$ cat src/rtl/cpu_pkg.sv
// Shared CPU definitions: fetch FSM encoding, next-PC select codes and
// instruction field bounds used by the fetch unit.
package cpu_pkg;

  typedef enum logic [1:0] {
    ST_IDLE = 2'd0,
    ST_REQ  = 2'd1,
    ST_DONE = 2'd2
  } fetch_state_e;

  typedef enum logic [1:0] {
    PCSRC_ALU    = 2'b00,
    PCSRC_ALUOUT = 2'b01,
    PCSRC_JUMP   = 2'b10,
    PCSRC_HOLD   = 2'b11
  } pcsrc_e;

  localparam int OP_HI  = 31;
  localparam int OP_LO  = 26;
  localparam int IMM_HI = 15;
  localparam int IMM_LO = 0;

endpackage

$ cat src/rtl/fetch_unit_if.sv
// Instruction-memory read port between the fetch unit (master) and memory (slave).
interface fetch_unit_if #(
  parameter int PC_W    = 16,
  parameter int INSTR_W = 32
);
  // Handshake: mem_req rises with a stable mem_addr and stays high until the
  // cycle mem_ack is seen (inclusive); mem_rdata is valid only with mem_ack,
  // and mem_ack while mem_req is low is ignored.
  logic               mem_req;
  logic [PC_W-1:0]    mem_addr;
  logic               mem_ack;
  logic [INSTR_W-1:0] mem_rdata;

  modport master (
    output mem_req,
    output mem_addr,
    input  mem_ack,
    input  mem_rdata
  );

  modport slave (
    input  mem_req,
    input  mem_addr,
    output mem_ack,
    output mem_rdata
  );
endinterface

$ cat src/rtl/fetch_unit_pc_mux.sv
// Combinational 4:1 next-PC selector; the hold code returns the current PC.
module pc_mux
  import cpu_pkg::*;
#(
  parameter int PC_W = 16
) (
  input  pcsrc_e          i_sel,
  input  logic [PC_W-1:0] i_alu_result,
  input  logic [PC_W-1:0] i_alu_out,
  input  logic [PC_W-1:0] i_jump,
  input  logic [PC_W-1:0] i_pc,
  output logic [PC_W-1:0] o_next_pc
);

  always_comb begin
    o_next_pc = i_pc;
    case (i_sel)
      PCSRC_ALU:    o_next_pc = i_alu_result;
      PCSRC_ALUOUT: o_next_pc = i_alu_out;
      PCSRC_JUMP:   o_next_pc = i_jump;
      default:      o_next_pc = i_pc;
    endcase
  end

endmodule

$ cat src/rtl/fetch_unit.sv
// Multi-cycle CPU fetch stage: program counter, ALU output register and an
// IDLE/REQ/DONE fetch FSM that loads the instruction register from memory.
module fetch_unit
  import cpu_pkg::*;
#(
  parameter int PC_W    = 16,
  parameter int INSTR_W = 32
) (
  input  logic               clk,
  input  logic               reset,
  input  logic               pc_write,
  input  logic               pc_write_cond,
  input  logic [1:0]         pc_source,
  input  logic               ir_write,
  input  logic               zero,
  input  logic [PC_W-1:0]    alu_result,
  fetch_unit_if.master       mem,
  output logic [PC_W-1:0]    pc,
  output logic [INSTR_W-1:0] instr,
  output logic [5:0]         op,
  output logic [15:0]        imm16,
  output logic               ir_valid,
  output logic               stall,
  output fetch_state_e       o_dbg_state
);

  fetch_state_e       r_state;
  logic [PC_W-1:0]    r_pc;
  logic [PC_W-1:0]    r_alu_out;
  logic [PC_W-1:0]    r_fetch_addr;
  logic [INSTR_W-1:0] r_instr;
  logic               r_mem_req;
  logic               r_stall;
  logic               r_ir_valid;

  logic               w_pc_en;
  logic [PC_W-1:0]    w_jump_target;
  logic [PC_W-1:0]    w_next_pc;

  assign w_pc_en = pc_write | (pc_write_cond & zero);

  // Jumps replace only the low 16 bits; wider PCs keep their upper region.
  generate
    if (PC_W > 16) begin : g_wide_jump
      assign w_jump_target = {r_pc[PC_W-1:16], r_instr[15:0]};
    end else begin : g_narrow_jump
      assign w_jump_target = r_instr[PC_W-1:0];
    end
  endgenerate

  pc_mux #(.PC_W(PC_W)) u_pc_mux (
    .i_sel        (pcsrc_e'(pc_source)),
    .i_alu_result (alu_result),
    .i_alu_out    (r_alu_out),
    .i_jump       (w_jump_target),
    .i_pc         (r_pc),
    .o_next_pc    (w_next_pc)
  );

  always_ff @(posedge clk) begin
    if (reset) begin
      r_pc      <= '0;
      r_alu_out <= '0;
    end else begin
      r_alu_out <= alu_result;
      if (w_pc_en) begin
        r_pc <= w_next_pc;
      end
    end
  end

  // The fetch address is latched on issue so PC updates mid-fetch do not
  // disturb the outstanding read.
  always_ff @(posedge clk) begin
    if (reset) begin
      r_state      <= ST_IDLE;
      r_fetch_addr <= '0;
      r_instr      <= '0;
      r_mem_req    <= 1'b0;
      r_stall      <= 1'b0;
      r_ir_valid   <= 1'b0;
    end else begin
      r_ir_valid <= 1'b0;
      case (r_state)
        ST_IDLE: begin
          if (ir_write) begin
            r_state      <= ST_REQ;
            r_fetch_addr <= r_pc;
            r_mem_req    <= 1'b1;
            r_stall      <= 1'b1;
          end
        end
        ST_REQ: begin
          if (mem.mem_ack) begin
            r_state    <= ST_DONE;
            r_instr    <= mem.mem_rdata;
            r_mem_req  <= 1'b0;
            r_stall    <= 1'b0;
            r_ir_valid <= 1'b1;
          end
        end
        ST_DONE: begin
          r_state <= ST_IDLE;
        end
        default: begin
          r_state   <= ST_IDLE;
          r_mem_req <= 1'b0;
          r_stall   <= 1'b0;
        end
      endcase
    end
  end

  assign mem.mem_req  = r_mem_req;
  assign mem.mem_addr = r_fetch_addr;
  assign pc           = r_pc;
  assign instr        = r_instr;
  assign op           = r_instr[OP_HI:OP_LO];
  assign imm16        = r_instr[IMM_HI:IMM_LO];
  assign ir_valid     = r_ir_valid;
  assign stall        = r_stall;
  assign o_dbg_state  = r_state;

endmodule

$ cat src/flat_wrapper.sv
// flat-port wrapper written by rule: the top's interface ports become plain ports
module fetch_unit_flat import cpu_pkg::*;
#(
  parameter int PC_W    = 16,
  parameter int INSTR_W = 32
)
  (clk, reset, pc_write, pc_write_cond, pc_source, ir_write, zero, alu_result, pc, instr, op, imm16, ir_valid, stall, o_dbg_state, mem_mem_req, mem_mem_addr, mem_mem_ack, mem_mem_rdata);
  fetch_unit_if #(.PC_W(PC_W), .INSTR_W(INSTR_W)) mem_i ();
  input  logic clk;
  input  logic reset;
  input  logic pc_write;
  input  logic pc_write_cond;
  input  logic [1:0] pc_source;
  input  logic ir_write;
  input  logic zero;
  input  logic [PC_W-1:0] alu_result;
  output logic [PC_W-1:0] pc;
  output logic [INSTR_W-1:0] instr;
  output logic [5:0] op;
  output logic [15:0] imm16;
  output logic ir_valid;
  output logic stall;
  output fetch_state_e o_dbg_state;
  output wire logic [$bits(mem_i.mem_req)-1:0] mem_mem_req;
  output wire logic [$bits(mem_i.mem_addr)-1:0] mem_mem_addr;
  input wire logic [$bits(mem_i.mem_ack)-1:0] mem_mem_ack;
  input wire logic [$bits(mem_i.mem_rdata)-1:0] mem_mem_rdata;
  assign mem_mem_req = mem_i.mem_req;
  assign mem_mem_addr = mem_i.mem_addr;
  assign mem_i.mem_ack = mem_mem_ack;
  assign mem_i.mem_rdata = mem_mem_rdata;
  fetch_unit #(.PC_W(PC_W), .INSTR_W(INSTR_W)) u_core (.clk(clk), .reset(reset), .pc_write(pc_write), .pc_write_cond(pc_write_cond), .pc_source(pc_source), .ir_write(ir_write), .zero(zero), .alu_result(alu_result), .mem(mem_i), .pc(pc), .instr(instr), .op(op), .imm16(imm16), .ir_valid(ir_valid), .stall(stall), .o_dbg_state(o_dbg_state));
endmodule
$ cat config.mk
export PLATFORM = sky130hd
export DESIGN_NAME = fetch_unit_flat
export DESIGN_NICKNAME = d
export VERILOG_FILES = /design/src/rtl/cpu_pkg.sv /design/src/rtl/fetch_unit_if.sv /design/src/rtl/fetch_unit_pc_mux.sv /design/src/rtl/fetch_unit.sv /design/src/flat_wrapper.sv
export SDC_FILE = /design/constraint.sdc
export NUM_CORES = 1
export LEC_CHECK = 0
export BUFFER_PORTS_ARGS = -buffer_cell sky130_fd_sc_hd__buf_2
export CORE_AREA = 2 2 124 126
export DETAILED_ROUTE_END_ITERATION = 8
export DIE_AREA = 0 0 126 128
export PLACE_DENSITY = 0.52
export SETUP_SLACK_MARGIN = 0.02
export SYNTH_ARGS = -nofsm -noshare
export SYNTH_HDL_FRONTEND = slang
export SYNTH_HIERARCHICAL = 1
export SYNTH_SLANG_ARGS = --single-unit
$ cat constraint.sdc
create_clock -name clk -period 1.3 [get_ports clk]
set_input_delay 0 -clock clk [delete_from_list [all_inputs] [get_ports clk]]
set_output_delay 0 -clock clk [all_outputs]
set_load 0.005 [all_outputs]
==> impl_metrics.ini <==
[outcome]
result_of_the_run = finished clean

[synth]
synth_fp_nets = 431
postSynth.asyncResetShare_pct = 0
synthesis.area_per_instance_um2 = 9.31
postSynthRegisterBits = 84
number_of_cells_produced_by_synthesis = 374
ys.flop_type = dfxtp_1
synth_area_leaders = dfxtp_1, nand2_1, a21oi_1
share_of_the_synthesized_area_in_the_top_cell_type_pct = 48.3
synth_largest_area_cell = dfxtp_1
synth.lib_cells_used.distinct = 23
sequential_area_share_after_synthesis_pct = 48.3
yosys.cell_count.top_type = nand2_1
synth_enable_flop_cells = 0
ys.warnings.count = 6
synth.top_cells.by_count = nand2_1, dfxtp_1, a21oi_1, buf_4, nor2b_1
post_synth_instance_area_um2 = 3480

[critical_path]
rr_endpoint = u_core/mem.mem_addr[3]
arrival_ns = 1.43
reg2reg_from = u_core/o_dbg_state[0]
worst_ep_required_time_ns = 1.52
worst_setup_path_start_kind = register
critPathMaxFanout = 16
rrSetupSlack_ns = 0.08
setup.worst_path.end_class = register
crit_type = reg2reg
r2r.worst_path.cells = 3

[clock_network]
cts.repair.resized = 0
clkLatencyLatePin_ns = 0.35
cts.htree.levels = 3
cts_root_buffer = clkbuf_16
tritoncts = built
clock_buffer_count_from_cts = 9
cts_num_sinks = 84
post-cts-setup-buffers = 0
clk_pin_slew_ns = 0.06
clock_tree.buffer_depth = 2

[floorplan]
initial_utilization_pct = 23.4
num_io_pins = 148
die_h_um = 128
dieArea_um2 = 16100
floorplan.core_area_um2 = 14900
standard_cell_row_count = 45
die-width_um = 126

[route]
drt_pre_antenna_iters = 4
initialDrtViolationCount = 127
wl_per_cell_um = 14.1
ant_nets = 0
route.vias.total = 3124
drt_total_wl_mm = 10.4
via_per_inst = 4.27
drcViolationCount = 0

[timing]
finalHoldViolCount = 0
clock-skew-final_ns = 0.00695
finalCritPeriodShare_pct = 93.5
final_period_minus_worst_setup_slack_ns = 1.22
post_route_hold_slack_ns = 0.0624
grt_setup_unrepaired = true
timing.max_slew.rel_slack_pct = 59.8
setup_tns_ns = 0
max_slew.worst_pin.slew_ns = 0.602
finalSetupViolCount = 0
slew_viol_final = 0
max_freq_ghz = 0.823

[global_route]
grt_usage_pct = 13.1
grt_start_max_net_pins = 36
gr-total-overflow = 0
initial_antenna_violation_count = 0
grt_pass1_vias = 3058
grt_pass1_wl_mm = 16.5

[finish]
antenna_cells_inserted = 0
syn2layout_area_growth_pct = 43.4
nNetsFinal = 596
final_cells = 732
share_of_cells_above_drive_strength_1_pct = 38.1
post-route-cell-area_um2 = 4990

[power_and_ir_drop]
power.leakage_nw = 2.21
p_per_area_nw_per_um2 = 1180
max-vdd-ir-drop_mv = 0.507

[place]
gp_congestion = 0.767
dpl_cells = 667
place.detailed.hpwl_mm = 7.19
portBuffers = 147
placed_cell_area_um2 = 4220

[min_path]
timing.hold.worst.start = reset
worstHoldPathType = in2reg
hold_depth = 2
hold_end = u_core/r_alu_out[0]

[flow_run]
cap_viol_max_count = 0
where the power goes:
group,switching (mW),internal (mW)
clock,1.06,1.34
sequential,0.0900,2.68
combinational,0.338,0.398
total,1.48,4.42
flip-flops by register name, summed over array words and instances (netlist names):
name	flops
u_core/instr	32
u_core/ir_valid	1
u_core/mem.mem_addr	16
u_core/o_dbg_state	2
u_core/pc	16
u_core/r_alu_out	16
u_core/stall	1
through the flow:
stage / setup slack (ns) / utilization, % / total power [mW]
after global placement: 0.108 / 28.4 / 3.44
after CTS: 0.0721 / 33.6 / 6.02
after global routing: 0.0186 / 33.6 / 6.22
final: 0.0849 / 33.6 / 5.91
after detailed placement: 0.0794 / 28.4 / 3.46
after floorplan: -0.0144 / - / 3.21
routing by layer:
| layer | global-route usage, % | up-vias | part of all wire, % |
|---|---|---|---|
| met5 | 0 | - | 0 |
| met4 | 5.37 | 0 | 2.0 |
| met3 | 3.88 | 18 | 5.6 |
| met2 | 20.9 | 93 | 47 |
| met1 | 16.6 | 1467 | 45 |
| li1 | - | 1546 | - |
cell usage in the layout, fill, tap and decap left out, drive strengths merged:
master,netlist,final
buf,39,155
dlygate4sd3,0,49
nor3,3,3
nand2,129,129
a21o,1,1
nand3b,1,1
nor3b,1,1
a21oi,67,67
dfxtp,84,84
clkbuf,11,10
clkinv,0,5
clkinvlp,0,1
or3b,2,2
mux4,16,16
nor2b,17,17
o31ai,1,1
and3b,1,1
inv,1,1
timing repair:
item                                    CTS  global route
endpoints found under the setup margin    0             1
hold buffers                             49             0
hold endpoints to repair                 50             0
cell families (layout without fill, tap and decap cells):
group / count (synthesis) / count (layout) / synth area share, %
AO/OA/AOI/OAI: 69 / 69 / 11.1
buffers and inverters: 51 / 221 / 9.99
flip-flops: 84 / 84 / 48.3
multiplexers: 16 / 16 / 11.0
AND/OR/NAND/NOR: 154 / 154 / 19.6
critical path: stages (launching register included):
cell	delay (ns)
dfxtp_2	0.36
or3b_4	0.54
nand2_1	0.12
a21oi_1	0.07
worst max path at each step:
stage / start / endpoint / cells after the start
2_1_floorplan: u_core/o_dbg_state[0] / u_core/mem.mem_addr[10] / 6
3_3_place_gp: u_core/o_dbg_state[0] / u_core/mem.mem_addr[0] / 3
3_5_place_dp: u_core/o_dbg_state[0] / u_core/mem.mem_addr[3] / 3
4_1_cts: u_core/o_dbg_state[0] / u_core/mem.mem_addr[3] / 3
5_1_grt: u_core/o_dbg_state[0] / u_core/mem.mem_addr[15] / 3
6_report: u_core/o_dbg_state[0] / u_core/mem.mem_addr[3] / 3
cell type report:
type	count	area [µm²]
well taps	188	235
flip-flops and latches	84	1680
clock buffers	10	239
clock inverters	6	40.0
inverters	1	3.75
multi-input cells	239	1460
repair buffers	204	1330
fillers	1586	9870
(Power assumes the default switching activity.)
